`src/rtl/pdp8_tt_pkg.sv`:
```
// rtl/pdp8_tt_pkg.sv - major-state codes, IOT pulse bit positions and decode helper for pdp8_tt_fifo
package pdp8_tt_pkg;

   localparam logic [3:0] F0 = 4'b0000;
   localparam logic [3:0] F1 = 4'b0001;
   localparam logic [3:0] F2 = 4'b0010;
   localparam logic [3:0] F3 = 4'b0011;

   localparam int IOT_SKIP = 0;
   localparam int IOT_CLR  = 1;
   localparam int IOT_XFER = 2;

   localparam logic IE_RESET = 1'b1;

   typedef struct packed {
      logic xfer;
      logic clr;
      logic skip;
   } iot_pulse_t;

   function automatic iot_pulse_t iot_decode(input logic [2:0] bits);
      iot_pulse_t p;
      p.skip = bits[IOT_SKIP];
      p.clr  = bits[IOT_CLR];
      p.xfer = bits[IOT_XFER];
      return p;
   endfunction

endpackage

```
`src/rtl/pdp8_tt_fifo_buf.sv`:
```
// rtl/pdp8_tt_fifo_buf.sv - synchronous FIFO with count/full/empty/head, one per direction
module pdp8_tt_fifo_buf #(
   parameter int WIDTH = 8,
   parameter int DEPTH = 4
) (
   input  logic                   clk,
   input  logic                   rst_n,
   input  logic                   i_push,
   input  logic [WIDTH-1:0]       i_data,
   input  logic                   i_pop,
   output logic [$clog2(DEPTH):0] o_count,
   output logic                   o_full,
   output logic                   o_empty,
   output logic [WIDTH-1:0]       o_head
);

   localparam int AW = (DEPTH > 1) ? $clog2(DEPTH) : 1;
   localparam int CW = $clog2(DEPTH) + 1;

   logic [WIDTH-1:0] r_mem [DEPTH];
   logic [AW-1:0]    r_wr_ptr;
   logic [AW-1:0]    r_rd_ptr;
   logic [CW-1:0]    r_count;
   logic             w_do_push;
   logic             w_do_pop;

   function automatic logic [AW-1:0] next_ptr(input logic [AW-1:0] p);
      return (p == AW'(DEPTH - 1)) ? '0 : p + 1'b1;
   endfunction

   assign o_count = r_count;
   assign o_full  = (r_count == CW'(DEPTH));
   assign o_empty = (r_count == '0);
   // Empty FIFO presents zero so nothing stale leaks onto the bus.
   assign o_head  = o_empty ? '0 : r_mem[r_rd_ptr];

   assign w_do_pop  = i_pop && !o_empty;
   assign w_do_push = i_push && (!o_full || w_do_pop);

   always_ff @(posedge clk) begin
      if (w_do_push) begin
         r_mem[r_wr_ptr] <= i_data;
      end
   end

   always_ff @(posedge clk or negedge rst_n) begin
      if (!rst_n) begin
         r_wr_ptr <= '0;
         r_rd_ptr <= '0;
         r_count  <= '0;
      end else begin
         if (w_do_push) begin
            r_wr_ptr <= next_ptr(r_wr_ptr);
         end
         if (w_do_pop) begin
            r_rd_ptr <= next_ptr(r_rd_ptr);
         end
         case ({w_do_push, w_do_pop})
            2'b10:   r_count <= r_count + 1'b1;
            2'b01:   r_count <= r_count - 1'b1;
            default: r_count <= r_count;
         endcase
      end
   end

endmodule

```
`src/rtl/pdp8_tt_fifo.sv`:
```
// rtl/pdp8_tt_fifo.sv - KL8E-style console keyboard/printer IOT device with RX/TX FIFOs; TT_IE_EN adds the KIE instruction
module pdp8_tt_fifo
   import pdp8_tt_pkg::*;
#(
   parameter logic [5:0] KBD_DEV  = 6'o03,
   parameter logic [5:0] TTY_DEV  = 6'o04,
   parameter int         CHAR_W   = 8,
   parameter int         RX_DEPTH = 4,
   parameter int         TX_DEPTH = 4
) (
   input  logic              clk,
   input  logic              reset,
   input  logic              iot,
   input  logic [3:0]        state,
   input  logic [11:0]       mb,
   input  logic [5:0]        io_select,
   input  logic [11:0]       io_data_in,
   output logic [11:0]       io_data_out,
   output logic              io_selected,
   output logic              io_data_avail,
   output logic              io_skip,
   output logic              io_interrupt,
   output logic [CHAR_W-1:0] tx_data,
   output logic              tx_valid,
   input  logic              tx_ready,
   input  logic [CHAR_W-1:0] rx_data,
   input  logic              rx_valid
);

   logic                      w_iot_f1;
   logic                      w_kbd_sel;
   logic                      w_tty_sel;
   iot_pulse_t                w_pulse;
   logic                      w_kie;
   logic                      w_ie;
   logic                      w_kbd_flag;
   logic                      w_kbd_pop;
   logic                      w_kbd_read;
   logic                      w_tty_clr;
   logic                      w_tty_push;
   logic                      w_rx_drop;
   logic [11:0]               w_kbd_word;
   logic                      w_unused;

   logic [$clog2(RX_DEPTH):0] w_rx_count;
   logic                      w_rx_full;
   logic                      w_rx_empty;
   logic [CHAR_W-1:0]         w_rx_head;
   logic [$clog2(TX_DEPTH):0] w_tx_count;
   logic                      w_tx_full;
   logic                      w_tx_empty;

   logic                      r_tty_flag;
   logic                      r_overrun;

   // Decode is held off while reset is low so the bus sees a quiet device at once.
   assign w_iot_f1  = reset && iot && (state == F1);
   assign w_kbd_sel = w_iot_f1 && (io_select == KBD_DEV);
   assign w_tty_sel = w_iot_f1 && (io_select == TTY_DEV);
   assign w_pulse   = iot_decode(mb[2:0]);

`ifdef TT_IE_EN
   logic r_ie;

   assign w_kie = w_kbd_sel && w_pulse.skip && w_pulse.xfer && !w_pulse.clr;
   assign w_ie  = r_ie;

   always_ff @(posedge clk or negedge reset) begin
      if (!reset) begin
         r_ie <= IE_RESET;
      end else if (w_kie) begin
         r_ie <= io_data_in[0];
      end
   end
`else
   assign w_kie = 1'b0;
   assign w_ie  = IE_RESET;
`endif

   assign w_kbd_flag = (w_rx_count != '0);
   assign w_kbd_pop  = w_kbd_sel && w_pulse.clr;
   assign w_kbd_read = w_kbd_sel && w_pulse.xfer && !w_kie;
   assign w_tty_clr  = w_tty_sel && w_pulse.clr;
   assign w_tty_push = w_tty_sel && w_pulse.xfer;
   // A full RX FIFO being popped this cycle still takes the incoming char.
   assign w_rx_drop  = rx_valid && w_rx_full && !w_kbd_pop;

   assign io_selected   = w_kbd_sel || w_tty_sel;
   assign io_data_avail = 1'b1;
   assign io_skip       = (w_kbd_sel && w_pulse.skip && !w_kie && w_kbd_flag) ||
                          (w_tty_sel && w_pulse.skip && r_tty_flag);
   assign io_interrupt  = w_ie && (w_kbd_flag || r_tty_flag);
   assign tx_valid      = !w_tx_empty;

   always_comb begin
      w_kbd_word              = '0;
      w_kbd_word[CHAR_W-1:0]  = w_rx_head;
      w_kbd_word[11]          = r_overrun;
      io_data_out             = io_data_in;
      if (w_kbd_sel && !w_kie) begin
         io_data_out = w_kbd_read ? w_kbd_word : '0;
      end
   end

   pdp8_tt_fifo_buf #(
      .WIDTH (CHAR_W),
      .DEPTH (RX_DEPTH)
   ) u_rx_fifo (
      .clk     (clk),
      .rst_n   (reset),
      .i_push  (rx_valid),
      .i_data  (rx_data),
      .i_pop   (w_kbd_pop),
      .o_count (w_rx_count),
      .o_full  (w_rx_full),
      .o_empty (w_rx_empty),
      .o_head  (w_rx_head)
   );

   pdp8_tt_fifo_buf #(
      .WIDTH (CHAR_W),
      .DEPTH (TX_DEPTH)
   ) u_tx_fifo (
      .clk     (clk),
      .rst_n   (reset),
      .i_push  (w_tty_push),
      .i_data  (io_data_in[CHAR_W-1:0]),
      .i_pop   (tx_ready),
      .o_count (w_tx_count),
      .o_full  (w_tx_full),
      .o_empty (w_tx_empty),
      .o_head  (tx_data)
   );

   always_ff @(posedge clk or negedge reset) begin
      if (!reset) begin
         r_overrun <= 1'b0;
      end else if (w_rx_drop) begin
         r_overrun <= 1'b1;
      end else if (w_kbd_pop) begin
         r_overrun <= 1'b0;
      end
   end

   // Flag follows TX space as seen this cycle; an explicit clear takes priority.
   always_ff @(posedge clk or negedge reset) begin
      if (!reset) begin
         r_tty_flag <= 1'b0;
      end else if (w_tty_clr) begin
         r_tty_flag <= 1'b0;
      end else if (!w_tx_full) begin
         r_tty_flag <= 1'b1;
      end
   end

   assign w_unused = ^{mb[11:3], w_rx_empty, w_tx_count};

endmodule

```
`config.mk`:
```
export PLATFORM = sky130hd
export DESIGN_NAME = pdp8_tt_fifo
export DESIGN_NICKNAME = d
export VERILOG_FILES = /design/src/rtl/pdp8_tt_pkg.sv /design/src/rtl/pdp8_tt_fifo_buf.sv /design/src/rtl/pdp8_tt_fifo.sv
export SDC_FILE = /design/constraint.sdc
export NUM_CORES = 1
export LEC_CHECK = 0
export ABC_CLOCK_PERIOD_IN_PS = 2680
export CAP_MARGIN = 20
export CELL_PAD_IN_SITES_DETAIL_PLACEMENT = 0
export CELL_PAD_IN_SITES_GLOBAL_PLACEMENT = 1
export CORE_MARGIN = 2
export CORE_UTILIZATION = 42
export DETAILED_ROUTE_END_ITERATION = 10
export PLACE_DENSITY = 0.86
export REMOVE_ABC_BUFFERS = 1
export SLEW_MARGIN = 20
export SYNTH_ARGS = -nofsm -noshare
export SYNTH_HDL_FRONTEND = slang
export SYNTH_SLANG_ARGS = --single-unit
```
`constraint.sdc`:
```
create_clock -name clk -period 2.68 [get_ports clk]
set_input_delay 0.536 -clock clk [delete_from_list [all_inputs] [get_ports clk]]
set_output_delay 0.536 -clock clk [all_outputs]
set_load 0.005 [all_outputs]
```
==> qor.txt <==
Vias/cell - 5.10
violated checks - setup timing
library cells used by synthesis - 49
core area - 0.00872 sq mm
synthesized flop and latch total - 80
Clock transition at path regs - 0.08 ns
DRT Wirelength - 7540 microns
Iter 0 DRT Violations - 76
Slew Limit Headroom - 0.535
Final Hold Vio Count - 0
Critical Path Source Type - input port
Crit Reg-Reg Endpoint - u_rx_fifo.o_count[1]
CTS tree - done
Post-Layout Inst Area - 0.00506 sq mm
maximum fanout along the worst path - 5
cts bufs inserted - 9
Leak Pwr - 1.92 nW
Final Instance Count excl. Fillers - 482
die area - 0.00972 sq mm
I/O pin count - 72
GP Congestion - 0.819
Starting Density - 0.431
Worst-Skew Late Latency - 0.34 ns
PortBufs - 61
GRT Util Overall - 0.165
Clock Sink Count - 80
largest net degree at the start of global routing - 17
TritonRoute pass-1 iters - 4
final worst-path cycle share - 1.03
first-pass GRT wire length - 12,700 microns
Remaining DRCs - 0
Worst-Margin Slew - 0.693 ns
Placed Area - 0.00472 sq mm
Req. time, crit path - 2.14 ns
antenna violations before repair - 0
Clock Skews - 0.00860 ns
total number of vias - 2,457
RSZ-0062 raised after global routing - yes
async set-reset flop share out of synthesis - 0.200
Critical Path End Type - primary output
Post-Syn Instances - 267
Yosys top cell by area - edfxtp_1
Max clock buf depth - 2
flop-to-flop setup slack - 0.51 ns
Die Height - 98.6 microns
final setup fails - 13
grt ovf - 0
Final WS setup - -0.0924 ns
Synth warnings - 0
worst reg-to-reg path cell count - 7
most numerous cell in the Yosys netlist - edfxtp_1
vias in the first global route - 2,574
Top FF cell, synth - edfxtp_1
num rows - 34
H-tree levels - 3
max-slew violations - 0
post-synth top area share - 0.511
Final #Nets - 428
Area Growth Syn to Fin - 34.8%
Critical R2R Launch - u_rx_fifo.o_count[1]
Cell Pwr Density - 733 mW/mm^2
cell area after synthesis - 0.00376 sq mm
Max-Cap Viols - 0
post-synthesis sequential area ratio - 0.618
synth cell count leaders - 64 x edfxtp_1, 27 x nand2_1, 16 x dfrtp_1, 16 x mux4_2, 13 x and2_1
per-cell routed wire length - 15.7 microns
WP data arrival - 2.24 ns
peak supply drop - 0.398 mV
die width - 98.6 microns
# diodes - 0
Final min period - 2.77 ns
critical path type - input port to primary output
Tot Pwr - 3.71 mW
Hold Slack - 0.167 ns
layout cells sized above 1 - 0.345
hold crit path type - input port to async pin
Placed Cells incl. Taps - 457
pre-CTS setup slack - -0.787 ns
Fin Setup TNS - -0.493 ns
HPWL Detailed - 5430 microns
antenna viol nets, final - 0
final core occ - 0.581
Fmax - 361 MHz
Mapped Avg Cell Area - 14.1 sq um
Post-synth EDFFs - 64
CTS root buf - clkbuf_8
status - finished, violations left
top cells by area, synth - edfxtp_1 51%, dfrtp_1 11%, mux4_2 9.6%, ha_1 3.3%, nand2_1 2.7%
-- worst max-delay path, cell delays in order --
cell and delay, ns:
buf_6 0.09, or3_4 0.37, or3_4 0.34, or3_4 0.43
buf_6 0.14, o2bb2ai_4 0.10, and2_1 0.12, buf_2 0.10
-- cell type report --
class                           count  area [sq um]
Clock inverter                      7          70.1
Inverter                           11          41.3
Clock buffer                        9           124
Multi-Input combinational cell    164          1460
Sequential cell                    80          2320
Tap cell                          108           135
Fill cell                         698          3660
Timing Repair Buffer              103           908
-- per-layer routing --
| metal | GRT usage | up-vias | share of wire |
|---|---|---|---|
| met4 | 0.0759 | 0 | 0.024 |
| li1 | - | 1201 | - |
| met3 | 0.0298 | 13 | 0.032 |
| met5 | 0 | - | 0 |
| met1 | 0.200 | 1196 | 0.40 |
| met2 | 0.287 | 47 | 0.55 |
-- state kept, by name, summed over array words and instances, names as in the netlist --
signal	flops
r_overrun	1
r_tty_flag	1
u_rx_fifo.o_count	3
u_rx_fifo.r_mem	32
u_rx_fifo.r_rd_ptr	2
u_rx_fifo.r_wr_ptr	2
u_tx_fifo.o_count	3
u_tx_fifo.r_mem	32
u_tx_fifo.r_rd_ptr	2
u_tx_fifo.r_wr_ptr	2
-- where the power goes --
group          internal, mW  switching (mW)  total (mW)
registers              1.52           0.125        1.64
clock network         0.429           0.426       0.855
logic                 0.683           0.534        1.22
-- timing repair --
action / 4_1_cts / 5_1_grt
endpoints found under the setup margin: 15 / 15
cloned: 2 / 0
resized for setup: 97 / 21
hold endpoints to repair: 0 / 0
hold buffers: 0 / 0
buffers inserted: 6 / 2
pin swaps: 25 / 14
-- cells in the final DEF (no fill, tap or decap), drive strengths merged, types with 6 or more instances in the layout --
cell            n
edfxtp         64
buf            59
and2           13
o21ai          14
nand2          27
nor2           12
or3             6
inv            12
clkdlybuf4s50  38
nor2b           9
clkbuf         10
ha             10
dfrtp          16
nand3          11
mux4           16
-- logic make-up (layout without fill, tap and decap cells) --
| group | after synthesis | count (layout) | synth area share |
|---|---|---|---|
| compound gates | 31 | 31 | 0.0533 |
| mux | 18 | 18 | 0.102 |
| buf+inv | 25 | 130 | 0.0313 |
| simple gates | 95 | 97 | 0.137 |
| fa+ha+maj | 12 | 12 | 0.0439 |
| flops | 80 | 80 | 0.618 |
| xor+xnor | 5 | 5 | 0.0137 |
| other cells | 1 | 1 | 0.000998 |
-- worst max-delay path by stage --
stage                  from              endpoint  slack, ns  depth (start not counted)
6_report       io_select[3]               io_skip      -0.09                          8
5_1_grt        io_select[3]               io_skip      -0.15                          8
4_1_cts        io_select[4]               io_skip      -0.09                          9
3_5_place_dp   io_select[3]               io_skip      -0.79                          7
3_3_place_gp   io_select[3]               io_skip      -0.76                          7
2_1_floorplan  io_select[3]  u_rx_fifo.o_count[2]      -0.43                          7
Note: power is estimated with default switching activity, not from simulation.
==> variant: new RTL, same flow settings <==
Add a define of `TT_IE_EN`.
--- a/src/rtl/pdp8_tt_fifo.sv
+++ b/src/rtl/pdp8_tt_fifo.sv
@@ -1,4 +1,6 @@
 // rtl/pdp8_tt_fifo.sv - KL8E-style console keyboard/printer IOT device with RX/TX FIFOs; TT_IE_EN adds the KIE instruction
+`define TT_IE_EN
+
 module pdp8_tt_fifo
    import pdp8_tt_pkg::*;
 #(
Function: changed (Yosys sat finds a counterexample within 4 cycles, from zero or initial values and one cycle with reset low).
==> variant against the original RTL <==
- routed wire length is 7.2% higher
- worst setup slack better by 0.096 ns
- utilization is 1.2 points higher
- power is 7.4% higher
- area after synthesis is 0.47% higher
- die area is 0.45% higher
- largest cell class unchanged
- cell area is 2.1% higher
- sequential cell count is 1 higher
- critical path depth is 2 lower
- sequential share of layout area is 0.45 points lower
- clock power is 32% higher
- hold slack worse by 0.015 ns
==> variant: results (changes against the original RTL) <==
[placement]
gp_congestion = 0.905  ; +11%
dp_slack_ns = -0.628  ; +0.159 ns
dp_cells = 462  ; +1.1%
dpl_cell_area_um2 = 4850  ; +2.6%
post-dp-hpwl_um = 5650  ; +3.9%
io_buffers = 61  ; unchanged

[grt]
grt_max_degree = 18  ; +1
first_global_vias = 2550  ; -0.93%
grt_pass1_wl_um = 12700  ; unchanged
antenna_found_initial = 0  ; unchanged
grt_use_total = 0.170  ; +0.00472

[power]
peakVddDrop_mv = 0.436  ; +9.4%
p_leak_nw = 2.00  ; +4.4%
pg_clk_mw = 1.13  ; +32%
sequentialPower_mw = 1.66
pwr-share-seq = 0.416  ; -0.026
power_switching_share = 0.283  ; -0.00948

[drt]
num_vias = 2534  ; +3.1%
postRouteWirelength_um = 8090  ; +7.2%
viasPerCell = 5.21  ; +2.3%
drt-initial-drc-count = 109  ; +43%
drtPass1Iterations = 4  ; unchanged

[finish]
insertedDiodeCount = 0  ; unchanged
top_regs = u_rx_fifo.r_mem (32), u_tx_fifo.r_mem (32)
fill_cells = 667  ; -4.4%
drive_gt1_frac = 0.304  ; -0.0407
nNetsFinal = 432  ; +0.93%

[run_status]
outcome = complete, no violations

[setup_path]
slowest_delay_ns = 0.62  ; +0.19 ns
cp.arrival_ns = 2.14  ; -0.10 ns
worstPathMaxFanout = 8  ; +3
path_delay_family = buffers and inverters
slowest_stage = or4b_4

[yosys]
synth_area_leaders = edfxtp_1 (51%), dfrtp_1 (11%), mux4_2 (9.5%)
syn_area_per_cell_um2 = 14.3  ; +1.6%
synth_adder_area_share = 0.0437  ; -0.000204
async_flop_share = 0.210  ; +0.00988
synth-edff-count = 64  ; unchanged
synth_mux_area_frac = 0.101  ; -0.000140
yosys_warnings = 0  ; unchanged
synthXorXnorAreaFrac = 0.0116  ; -0.00205
synth-compound-area-share = 0.0610  ; +0.00771
yosysSeqAreaShare = 0.622  ; +0.00409
synth_common_cells = edfxtp_1 (64), nand2_1 (36), dfrtp_1 (16), mux4_2 (16), nor2_1 (13)
ys_types = 52  ; +6.1%

[clocking]
worstSkewPairLatency_ns = 0.35
cts-root-buf = clkbuf_8
htreeDepth = 3  ; unchanged
clock_path_buffers = 2  ; unchanged
clk_pin_slew_ns = 0.09
cts_buffers = 9  ; unchanged

[hold_path]
hp-class = in -> async

[run]
drv_cap = 0  ; unchanged

[timing]
clock_skew_ns = 0.0106  ; +0.00200 ns

## variant: cell count changes after synthesis, sizes merged, moves of 3 or more
cell    change
nor2b       -4
clkbuf      -4
inv         -3
nand3      -10
and2b       +6
nand2       +9
## variant: cell families (layout without fill, tap and decap cells)
logic type,after synthesis,after routing
compound gates,36,36
mux,18,18
simple gates,93,93
fa+ha+maj,12,12
buf+inv,18,132
xor+xnor,5,5
other cells,1,1
flops,81,81
## variant: timing repair
item	in CTS	in global routing
resized for setup	87	5
buffers inserted	7	0
endpoints found under the setup margin	14	14
pin swaps	11	5
gates cloned	1	0
## variant: final timing paths
kind                                             startpoint                               end  slack, ns  depth (start not counted)
setup / recovery                               io_select[2]                    io_data_out[4]      0.004                          6
setup reg to reg           u_rx_fifo.o_count[1]$_DFFE_PN0P_  u_rx_fifo.o_count[1]$_DFFE_PN0P_       0.50                          7
min in group clk                      r_overrun$_DFFE_PN0P_             r_overrun$_DFFE_PN0P_       0.54                          2
hold / removal                                        reset  u_tx_fifo.o_count[0]$_DFFE_PN0P_       0.15                          2
max in group asynchronous                             reset                  r_ie$_DFFE_PN1P_       2.27                          2
hold reg to reg                       r_overrun$_DFFE_PN0P_             r_overrun$_DFFE_PN0P_       0.54                          2
## variant: metal layers
layer	GRT usage	wire length, um	vias to the layer above
met1	0.201	3370	1261
met2	0.307	4360	58
met4	0.0632	108	0
met5	0	0	-
met3	0.0312	251	8
li1	-	-	1207
## variant: area by class of cell
cell class	count	area (um2)	share of cell area
repair buffers	108	1030	0.199
inverters	8	30.0	0.00581
well taps	108	135	0.0261
flip-flops and latches	81	2350	0.454
multi-input cells	165	1370	0.266
clock inverters	7	133	0.0256
clock buffers	9	124	0.0239
